`src/rtl/logic_pipe_if.sv`:
```
// Handshake bundle for logic_pipe: operand/op input channel and result output channel.
// The master drives operands and out_ready; the slave (the pipe) drives the rest.
interface logic_pipe_if #(
    parameter int WIDTH   = 8,
    parameter int COUNT_W = 16
);
    logic               in_valid;
    logic               in_ready;
    logic [WIDTH-1:0]   in_a;
    logic [WIDTH-1:0]   in_b;
    logic [2:0]         in_op;
    logic               out_valid;
    logic               out_ready;
    logic [WIDTH-1:0]   out_z;
    logic               out_zero;
    logic [COUNT_W-1:0] out_count;

    modport master (
        output in_valid, in_a, in_b, in_op, out_ready,
        input  in_ready, out_valid, out_z, out_zero, out_count
    );

    modport slave (
        input  in_valid, in_a, in_b, in_op, out_ready,
        output in_ready, out_valid, out_z, out_zero, out_count
    );
endinterface

```
`src/rtl/logic_pipe.sv`:
```
// Pipelined two-input bitwise gate unit with valid/ready on both sides.
// STAGES elastic register stages; bubbles collapse and ready ripples back combinationally.
module logic_pipe #(
    parameter int WIDTH   = 8,
    parameter int STAGES  = 2,
    parameter int COUNT_W = 16
) (
    input  logic         clk,
    input  logic         reset,
    logic_pipe_if.slave  bus
);
    logic [WIDTH-1:0]   w_f;
    logic               w_f_zero;
    logic [STAGES-1:0]  w_load;
    logic               w_out_xfer;

    logic               r_valid [STAGES];
    logic [WIDTH-1:0]   r_z     [STAGES];
    logic               r_zero  [STAGES];
    logic [COUNT_W-1:0] r_count;

    always_comb begin
        w_f = '0;
        case (bus.in_op)
            3'd0:    w_f = bus.in_a & bus.in_b;
            3'd1:    w_f = bus.in_a & ~bus.in_b;
            3'd2:    w_f = bus.in_a | bus.in_b;
            3'd3:    w_f = bus.in_a ^ bus.in_b;
            3'd4:    w_f = ~(bus.in_a & bus.in_b);
            3'd5:    w_f = ~(bus.in_a | bus.in_b);
            3'd6:    w_f = ~(bus.in_a ^ bus.in_b);
            default: w_f = ~bus.in_b;
        endcase
    end

    assign w_f_zero   = (w_f == '0);
    assign w_out_xfer = r_valid[STAGES-1] & bus.out_ready;

    // A stage may load when it is empty or its successor is taking its contents.
    always_comb begin
        w_load = '0;
        w_load[STAGES-1] = ~r_valid[STAGES-1] | bus.out_ready;
        for (int i = STAGES - 2; i >= 0; i--) begin
            w_load[i] = ~r_valid[i] | w_load[i+1];
        end
    end

    for (genvar gi = 0; gi < STAGES; gi++) begin : g_stage
        if (gi == 0) begin : g_head
            always_ff @(posedge clk) begin
                if (reset) begin
                    r_valid[gi] <= 1'b0;
                    r_z[gi]     <= '0;
                    r_zero[gi]  <= 1'b0;
                end else if (w_load[gi]) begin
                    r_valid[gi] <= bus.in_valid;
                    r_z[gi]     <= w_f;
                    r_zero[gi]  <= w_f_zero;
                end
            end
        end else begin : g_body
            always_ff @(posedge clk) begin
                if (reset) begin
                    r_valid[gi] <= 1'b0;
                    r_z[gi]     <= '0;
                    r_zero[gi]  <= 1'b0;
                end else if (w_load[gi]) begin
                    r_valid[gi] <= r_valid[gi-1];
                    r_z[gi]     <= r_z[gi-1];
                    r_zero[gi]  <= r_zero[gi-1];
                end
            end
        end
    end

    always_ff @(posedge clk) begin
        if (reset) begin
            r_count <= '0;
        end else if (w_out_xfer) begin
            r_count <= r_count + 1'b1;
        end
    end

    assign bus.in_ready  = ~reset & w_load[0];
    assign bus.out_valid = r_valid[STAGES-1];
    assign bus.out_z     = r_z[STAGES-1];
    assign bus.out_zero  = r_zero[STAGES-1];
    assign bus.out_count = r_count;
endmodule

```
`src/flat_wrapper.sv`:
```
// flat-port wrapper written by rule: the top's interface ports become plain ports
module logic_pipe_flat 
#(
    parameter int WIDTH   = 8,
    parameter int STAGES  = 2,
    parameter int COUNT_W = 16
)
  (clk, reset, bus_in_valid, bus_in_a, bus_in_b, bus_in_op, bus_out_ready, bus_in_ready, bus_out_valid, bus_out_z, bus_out_zero, bus_out_count);
  logic_pipe_if #(.WIDTH(WIDTH), .COUNT_W(COUNT_W)) bus_i ();
  input  logic clk;
  input  logic reset;
  input wire logic [$bits(bus_i.in_valid)-1:0] bus_in_valid;
  input wire logic [$bits(bus_i.in_a)-1:0] bus_in_a;
  input wire logic [$bits(bus_i.in_b)-1:0] bus_in_b;
  input wire logic [$bits(bus_i.in_op)-1:0] bus_in_op;
  input wire logic [$bits(bus_i.out_ready)-1:0] bus_out_ready;
  output wire logic [$bits(bus_i.in_ready)-1:0] bus_in_ready;
  output wire logic [$bits(bus_i.out_valid)-1:0] bus_out_valid;
  output wire logic [$bits(bus_i.out_z)-1:0] bus_out_z;
  output wire logic [$bits(bus_i.out_zero)-1:0] bus_out_zero;
  output wire logic [$bits(bus_i.out_count)-1:0] bus_out_count;
  assign bus_i.in_valid = bus_in_valid;
  assign bus_i.in_a = bus_in_a;
  assign bus_i.in_b = bus_in_b;
  assign bus_i.in_op = bus_in_op;
  assign bus_i.out_ready = bus_out_ready;
  assign bus_in_ready = bus_i.in_ready;
  assign bus_out_valid = bus_i.out_valid;
  assign bus_out_z = bus_i.out_z;
  assign bus_out_zero = bus_i.out_zero;
  assign bus_out_count = bus_i.out_count;
  logic_pipe #(.WIDTH(WIDTH), .STAGES(STAGES), .COUNT_W(COUNT_W)) u_core (.clk(clk), .reset(reset), .bus(bus_i));
endmodule
```
`config.mk`:
```
export PLATFORM = sky130hd
export DESIGN_NAME = logic_pipe_flat
export DESIGN_NICKNAME = d
export VERILOG_FILES = /design/src/rtl/logic_pipe_if.sv /design/src/rtl/logic_pipe.sv /design/src/flat_wrapper.sv
export SDC_FILE = /design/constraint.sdc
export NUM_CORES = 1
export LEC_CHECK = 0
export ABC_CLOCK_PERIOD_IN_PS = 3000
export CORE_MARGIN = 4
export CORE_UTILIZATION = 50
export DETAILED_ROUTE_END_ITERATION = 8
export HOLD_SLACK_MARGIN = 0.06
export PLACE_DENSITY = 0.78
export SLEW_MARGIN = 40
export SYNTH_ARGS = -nofsm -noshare
export SYNTH_HDL_FRONTEND = slang
export SYNTH_SLANG_ARGS = --single-unit
```
`constraint.sdc`:
```
create_clock -name clk -period 3 [get_ports clk]
set_clock_uncertainty 0.1 [all_clocks]
set_input_delay 0.9 -clock clk [delete_from_list [all_inputs] [get_ports clk]]
set_output_delay 0.9 -clock clk [all_outputs]
set_load 0.01 [all_outputs]
```
Word level (Yosys, flattened, before mapping) --
Memory sizes are Yosys's and may differ from the RTL's. Index checks and enable logic that the tools add are counted.
Storage, ports and cells: bits in writable memories 20, memory bits (read-only) 0, logic and storage cells 49, memories 3, bits in registers 16, output and inout port bits 27, bits in latches 0, bits of input ports 23
Memories:
- u_core.r_z | depth 2, width 8, rd ports 2, clocked after memory_dff 0, write ports 2, RTL line logic_pipe.sv:18 | logic [WIDTH-1:0] r_z [STAGES];
- u_core.r_valid | depth 2, width 1, rd ports 2, clocked after memory_dff 0, write ports 2, RTL line logic_pipe.sv:17 | logic r_valid [STAGES];
- u_core.r_zero | depth 2, width 1, rd ports 2, clocked after memory_dff 0, write ports 2, RTL line logic_pipe.sv:19 | logic r_zero [STAGES];
Cells by class: bitwise operators 21, order comparisons 0, mux-type cells 15, $mul 0, $add $sub $neg 1, divide/modulo/power cells 0, equality and inequality tests 6, reduce and logical (&&, ||, !) cells 2, shifts and indexed selects 0
Operators with widths (count):
- one-hot mux 8 bit (7 select lines) | 1
- inverter 8 bit | 4
- adder 16 x 1 -> 16 bit, second input constant | 1
- bitwise AND 8 bit | 2
- two-way mux 8 bit | 2
- two-way mux 1 bit | 12
- equality test 3 bit, second input constant | 3
- logical NOT 8 bit | 1
- OR 1 bit | 8
- OR 8 bit | 1
- bitwise XOR 8 bit | 1
- equality test 3 x 2 -> 1 bit, second input constant | 2
- equality test 3 x 1 -> 1 bit, second input constant | 1
- logical NOT 3 bit | 1
- inverter 1 bit | 3
- bitwise AND 1 bit | 2

Depth between registers and ports, before layout --
Gate-level depths: netlist of run 1.
depth in word-level cells 7, depth in mapped cells 8, depth with buffers taken out 7

Worst setup path before layout of run 1 --
OpenSTA, ideal clock, no wires.
kind input port to flip-flop, from in bus_in_b[0], to mem u_core.r_zero[0] (data pin), slack 0.490 ns, setup time 0.132 ns, required time 2.768 ns, arrival time 2.277 ns, buffers on the path 0, cell stages on the path 7, cell sequence inv_1 > ha_1 > mux2_4 > a221oi_2 > o21ai_1 > a2111oi_2 > and3_1
RTL lines:
- start, declared | RTL line flat_wrapper.sv:14 | input wire logic [$bits(bus_i.in_b)-1:0] bus_in_b;
- end, declared | RTL line logic_pipe.sv:19

Worst setup path in the final report of run 1 --
from in bus_out_ready, to out bus_in_ready
Between the ends: cells in the longest elaborated chain, start to end 3
Ends and longest elaborated chain:
- start, declared | RTL line flat_wrapper.sv:16 | input wire logic [$bits(bus_i.out_ready)-1:0] bus_out_ready;
- OR 1 bit | RTL line logic_pipe.sv:42 | w_load[STAGES-1] = ~r_valid[STAGES-1] | bus.out_ready;
- OR 1 bit | RTL line logic_pipe.sv:44 | w_load[i] = ~r_valid[i] | w_load[i+1];
- bitwise AND 1 bit | RTL line logic_pipe.sv:84 | assign bus.in_ready = ~reset & w_load[0];
- end, declared | RTL line flat_wrapper.sv:17 | output wire logic [$bits(bus_i.in_ready)-1:0] bus_in_ready;
No other way between the ends.

==> qor.txt, run 1 <==
sequential cell area fraction in the yosys report = 0.377
Syn Area/Cell = 9.65 um2
Post-synth EDFFs = 20
Pint = 1.08 mW
fill cell count = 367
Setup Crit Path Kind = in -> out
placed insts = 369
Reg power frac = 0.403
Hold Buf Count CTS = 0
Worst Setup EP = bus_in_ready
number of global-route vias before repair = 1,828
Ports = 50
clock share of power = 0.430
CTS H-tree depth = 2
Sw Share = 0.205
post-route ant nets = 0
r2r worst-path depth = 4
Yosys warnings = 0
cell area after synthesis = 0.00244 mm2
outcome = complete, no violations
Post-synth ARST share = 0
Final Worst Setup Slack = 134 ps
post-route minimum period = 2870 ps
Final Setup Violations = 0
HP Class = reg -> reg
pre-CTS WS = -300 ps
crit-path cells = clkdlybuf4s50_1, nor2b_2, a21o_1, inv_1, clkbuf_2
global-route wire length before repair = 7.74 mm
Crit-path slowest cell = clkdlybuf4s50_1
Final nets = 358
Core ar. = 0.00472 mm2
largest cells by area after synthesis = edfxtp_1 (25%), dfxtp_1 (13%), ha_1 (13%), nor2_1 (3.8%), inv_1 (3.4%)
Synth-to-Final Area Change = 31.8%
Achievable Freq = 349 MHz
First-pass DRT Iterations = 4
Worst-path clk slew = 70 ps
gpl congestion = 0.797
number of inserted diodes = 0
wire length per cell = 12.0 um
area leader, netlist = edfxtp_1
CTS tree = built
worst-margin pin slew = 448 ps
Clock Latency Late Sink = 280 ps
combinational power share = 0.167
area of the die = 0.00606 mm2
CTS sink cnt = 36
end of the worst register-to-register path = u_core.bus.out_count[10]$_SDFFE_PP0P_
HPWL Detailed = 3.47 mm
XOR/XNOR share of the synthesized area = 0.0646
Syn Inst Count = 253
First DRT Iteration DRCs = 54
worst r2r src = u_core.bus.out_count[3]$_SDFFE_PP0P_
Finished Cell Area = 0.00322 mm2
via count = 1,916
mux cell area share after synthesis = 0.0533
Root Buffer Master = clkbuf_8
layout cell share with drive strength beyond 1 = 0.0997
placed instance area = 0.00305 mm2
Worst Path Arrival = 1870 ps
CP peak stage delay = 500 ps
Synth Area in Simple Gates = 0.189
Buf+Inv Stages, Crit Path = 3
non-filler instance count after layout = 378
utilization after layout = 0.681
number of cell rows = 25
type of origin of the critical path = primary input
commonest non-fill, non-tap cell in the layout = clkdlybuf4s50_1
post-synthesis adder-cell area fraction = 0.128
Num CTS Buffers = 5
largest net degree at the start of global routing = 34
crit-path leading delay family = buffers and inverters
Global Route Usage Sum = 0.156
GRT Residual Overflow = 0
commonest cells after routing, fill and taps aside = clkdlybuf4s50_1 (48), nor2_1 (25), ha_1 (25)
Pleak = 1.35 nW
CP Capture Type = output pin
Worst VDD drop = 183 uV
Pins Over Slew Limit = 0
Fin. Hold Viols = 0
unrepaired setup endpoints after global routing = no
critical-path maximum fanout = 2
Slew HR = 0.700
final period utilization = 0.955
Compound-Gate Fraction of Synth Area = 0.119
Yosys reg bits = 36
total wire length = 4.55 mm
Cell Pwr Density = 423 mW/mm2
Hold Crit Depth = 1
DRC Markers = 0
Port Buffers = 49
reg2reg setup slack = 1270 ps
CP required = 2000 ps
Max clock buf depth = 2
initial antenna violation count = 0
vias per cell = 5.07
hold slack = 412 ps
die height = 77.9 um
Synth top area share = 0.246
Post-synth top flop = edfxtp_1
Syn Nets = 301
Die Wd = 77.9 um
Max-Cap Viols = 0
Synth cell types = 48
Initial Util = 0.517
main combinational cell family by area after synthesis = simple AND/OR/NAND/NOR gates
critical path depth = 5
Critical path origin = bus_out_ready
switching pwr = 279 uW
==> layout make-up <==
type,instances,area [um2],area share
clock inverter,3,90.1,0.0280
timing repair buffer,63,616,0.191
tap,67,83.8,0.0261
inverter,22,82.6,0.0257
multi-input combinational,182,1360,0.421
sequential,36,921,0.286
clock buffer,5,68.8,0.0214
==> worst min-delay path by stage <==
stage | startpoint | endpoint | slack, ps
global route | u_core.r_z[0][7]$_SDFFCE_PN0P_ | u_core.r_z[1][7]$_SDFFCE_PN0P_ | 420
detailed placement | u_core.r_z[0][7]$_SDFFCE_PN0P_ | u_core.r_z[1][7]$_SDFFCE_PN0P_ | 400
global placement | u_core.bus.out_count[10]$_SDFFE_PP0P_ | u_core.bus.out_count[10]$_SDFFE_PP0P_ | 390
finish | u_core.r_z[0][7]$_SDFFCE_PN0P_ | u_core.r_z[1][7]$_SDFFCE_PN0P_ | 410
floorplan | u_core.r_z[0][0]$_SDFFCE_PN0P_ | u_core.r_z[1][0]$_SDFFCE_PN0P_ | 400
CTS | u_core.r_z[0][7]$_SDFFCE_PN0P_ | u_core.r_z[1][7]$_SDFFCE_PN0P_ | 410
==> worst reg2reg max path: stages (launching register included) <==
cell     delay [ps]
dfxtp_1         420
and3_1          240
nand4_1         320
or3_1           460
a21oi_1         140
==> cell families (layout without fill, tap and decap cells) <==
group	Yosys count	count (layout)
AND/OR/NAND/NOR	89	89
AO/OA/AOI/OAI	38	38
flip-flops	36	36
buffers and inverters	35	93
adder cells (fa/ha/maj)	25	25
XOR/XNOR	18	18
multiplexers	12	12
==> synth_stat cells (all sizes together), types with 8 or more instances <==
| cell type | instances |
|---|---|
| nand2b | 8 |
| edfxtp | 20 |
| nor2 | 25 |
| xor2 | 9 |
| ha | 25 |
| buf | 10 |
| and2 | 13 |
| dfxtp | 16 |
| inv | 22 |
| xnor2 | 9 |
| nand2 | 11 |
==> state kept, by name (all words and copies together) (netlist names) <==
name / count
u_core.bus.out_count: 16
u_core.r_valid: 2
u_core.r_z: 16
u_core.r_zero: 2
==> per-stage QoR <==
stage                     TNS [ps]  power, mW
final                            0       1.36
after global routing             0       1.41
after CTS                        0       1.37
after detailed placement      -406      0.786
after global placement        -335      0.778
after floorplan                  0      0.694
==> timing repair <==
item	in CTS	in global routing
resized for setup	2	2
endpoints found under the setup margin	1	1
setup buffers	1	0
==> power groups by stage <==
stage          logic (mW)  registers [mW]  clock network [mW]
2_1_floorplan       0.130           0.565                   0
4_1_cts             0.227           0.549               0.592
3_3_place_gp        0.219           0.559                   0
5_1_grt             0.249           0.552               0.611
3_5_place_dp        0.226           0.560                   0
6_report            0.227           0.548               0.585
==> layer usage <==
metal  part of all wire  track usage
met5                  0            0
met2               0.50        0.289
met4              0.013       0.0463
met3              0.043       0.0383
met1               0.45        0.173
No activity file was read; power rests on OpenSTA's default activity.
==> inputs of run 2 (changes only) <==
SETUP_SLACK_MARGIN = 0.4   (was unset)
SLEW_MARGIN = unset   (was 40)
TNS_END_PERCENT = 20   (was unset)
==> run 2 against run 1 <==
  * Via count up 2.9%
  * Non-clock buffer count up 5
  * Routed wire length increased by 7.6%
  * Register-to-register slack worse by 50 ps
  * Critical path depth rose by 3
  * Setup slack better by 320 ps
  * Utilization is 3.1 points higher
  * Maximum frequency is 13% higher
  * Critical endpoint is now u_core.r_zero[0]$_DFFE_PP_
==> qor.txt, run 2 (synthesis gave the netlist of run 1 again) <==
outcome = complete, no violations (unchanged)
via count = 1,971 (was 1,916)
placed instance area = 0.00305 mm2 (unchanged)
Fin. Hold Viols = 0 (unchanged)
Pins Over Slew Limit = 0 (unchanged)
Slew HR = 0.698 (was 0.700)
Final Total Pwr = 1.38 mW (was 1.36 mW)
CP Capture Type = flip-flop (was output pin)
Max-Cap Viols = 0 (unchanged)
Core ar. = 0.00472 mm2 (unchanged)
end of the worst register-to-register path = u_core.r_zero[0]$_DFFE_PP_ (was u_core.bus.out_count[10]$_SDFFE_PP0P_)
Worst-path clk slew = 70 ps (about the same)
r2r worst-path depth = 6 (was 4)
worst-margin pin slew = 451 ps (was 448 ps)
Synth-to-Final Area Change = 37.7% (was 31.8%)
unrepaired setup endpoints after global routing = yes (was no)
post-route minimum period = 2550 ps (was 2870 ps)
gpl congestion = 0.797 (unchanged)
commonest cells after routing, fill and taps aside = clkdlybuf4s50_1 (30), nor2_1 (25), ha_1 (21) (was clkdlybuf4s50_1 (48), nor2_1 (25), ha_1 (25))
Die Wd = 77.9 um (unchanged)
type of origin of the critical path = primary input (unchanged)
reg2reg setup slack = 1220 ps (was 1270 ps)
HPWL Detailed = 3.47 mm (unchanged)
critical-path maximum fanout = 3 (was 2)
CTS H-tree depth = 2 (unchanged)
Achievable Freq = 393 MHz (was 349 MHz)
hold wc startpoint = u_core.r_z[0][7]$_SDFFCE_PN0P_ (unchanged)
final setup TNS = 0 ps (unchanged)
First DRT Iteration DRCs = 41 (was 54)
CTS tree = built (unchanged)
Global Route Usage Sum = 0.161 (was 0.156)
Root Buffer Master = clkbuf_8 (unchanged)
FF/Latch Area = 921 um2 (unchanged)
number of inserted diodes = 0 (unchanged)
layout cell share with drive strength beyond 1 = 0.152 (was 0.0997)
total wire length = 4.90 mm (was 4.55 mm)
Worst Path Arrival = 2480 ps (was 1870 ps)
post-route ant nets = 0 (unchanged)
wire length per cell = 12.8 um (was 12.0 um)
final period utilization = 0.849 (was 0.955)
Setup Crit Path Kind = in -> reg (was in -> out)
Final Setup Violations = 0 (unchanged)
commonest non-fill, non-tap cell in the layout = clkdlybuf4s50_1 (unchanged)
area of the die = 0.00606 mm2 (unchanged)
Final nets = 363 (was 358)
Initial Util = 0.517 (unchanged)
First-pass DRT Iterations = 4 (unchanged)
GRT Residual Overflow = 0 (unchanged)
Finished Cell Area = 0.00336 mm2 (was 0.00322 mm2)
Clock Latency Late Sink = 280 ps (about the same)
Cell Pwr Density = 411 mW/mm2 (was 423 mW/mm2)
Num CTS Buffers = 5 (unchanged)
CP required = 2930 ps (was 2000 ps)
DRC Markers = 0 (unchanged)
fill cell count = 348 (was 367)
worst r2r src = u_core.r_valid[1]$_SDFFCE_PN0P_ (was u_core.bus.out_count[3]$_SDFFE_PP0P_)
Pleak = 1.49 nW (was 1.35 nW)
HP Class = reg -> reg (unchanged)
Max clock buf depth = 2 (unchanged)
hold slack = 410 ps (was 412 ps)
Hold Crit Depth = 1 (unchanged)
die height = 77.9 um (unchanged)
Hold Path Sink = u_core.r_z[1][7]$_SDFFCE_PN0P_ (unchanged)
initial antenna violation count = 0 (unchanged)
largest net degree at the start of global routing = 30 (was 34)
number of global-route vias before repair = 1,854 (was 1,828)
global-route wire length before repair = 8.01 mm (was 7.74 mm)
Hold Buf Count CTS = 0 (unchanged)
area taken by multi-input logic gates = 0.00141 mm2 (was 0.00136 mm2)
Ports = 50 (unchanged)
number of cell rows = 25 (unchanged)
vias per cell = 5.15 (was 5.07)
Worst VDD drop = 192 uV (was 183 uV)
Port Buffers = 49 (unchanged)
CTS sink cnt = 36 (unchanged)
run 2: cell types whose count changed in the layout (fill, tap and decap cells not counted), sizes merged:
cell,previous run,this run
dlymetal6s2s,0,7
dlygate4sd2,0,10
bufbuf,0,1
clkdlybuf4s50,48,30
clkbuf,6,7
buf,14,18
run 2: where the power goes:
| group | internal (mW) | switching (mW) |
|---|---|---|
| combinational | 0.136 | 0.113 |
| sequential | 0.543 | 0.00552 |
| clock | 0.416 | 0.168 |
| total | 1.09 | 0.287 |
run 2: cell type report:
cell class / count / share of cell area
clock buffers: 5 / 0.0205
clock inverters: 3 / 0.0268
inverters: 22 / 0.0246
multi-input cells: 182 / 0.419
flip-flops and latches: 36 / 0.274
well taps: 67 / 0.0249
repair buffers: 68 / 0.210
run 2: metrics by stage:
stage,worst slack [ps],instances,utilization
final,452,383,0.712
after global routing,370,383,0.712
after CTS,386,381,0.698
after detailed placement,-300,369,0.646
after global placement,-274,369,0.646
after floorplan,490,253,-
run 2: worst max path at each step:
stage / from / end / slack, ps / depth (start not counted)
global route: bus_in_a[1] / u_core.r_zero[0]$_DFFE_PP_ / 370 / 8
CTS: bus_in_a[2] / u_core.r_zero[0]$_DFFE_PP_ / 390 / 8
finish: bus_in_a[1] / u_core.r_zero[0]$_DFFE_PP_ / 450 / 8
floorplan: bus_in_b[0] / u_core.r_zero[0]$_DFFE_PP_ / 490 / 7
global placement: bus_out_ready / bus_in_ready / -270 / 5
detailed placement: bus_out_ready / bus_in_ready / -300 / 5
run 2: repair_timing:
action                     CTS  global route
pin swaps                    6             8
cloned                       1             1
buffers inserted             3             1
gates resized for setup     26            13
setup endpoints to repair    3             2
run 2: routing by layer:
metal | vias to the layer above | global-route usage | share of wire
met5 | - | 0 | 0
met4 | 0 | 0.0463 | 0.0078
met3 | 4 | 0.0383 | 0.037
met2 | 40 | 0.297 | 0.51
met1 | 922 | 0.183 | 0.44
li1 | 1005 | - | -
run 2: worst max-delay path: stages:
cell and delay [ps]:
clkdlybuf4s50_1 500, inv_1 90, ha_4 170, o21bai_1 110, o221ai_1 130, a32o_2 280
o2111a_1 140, and3_1 170
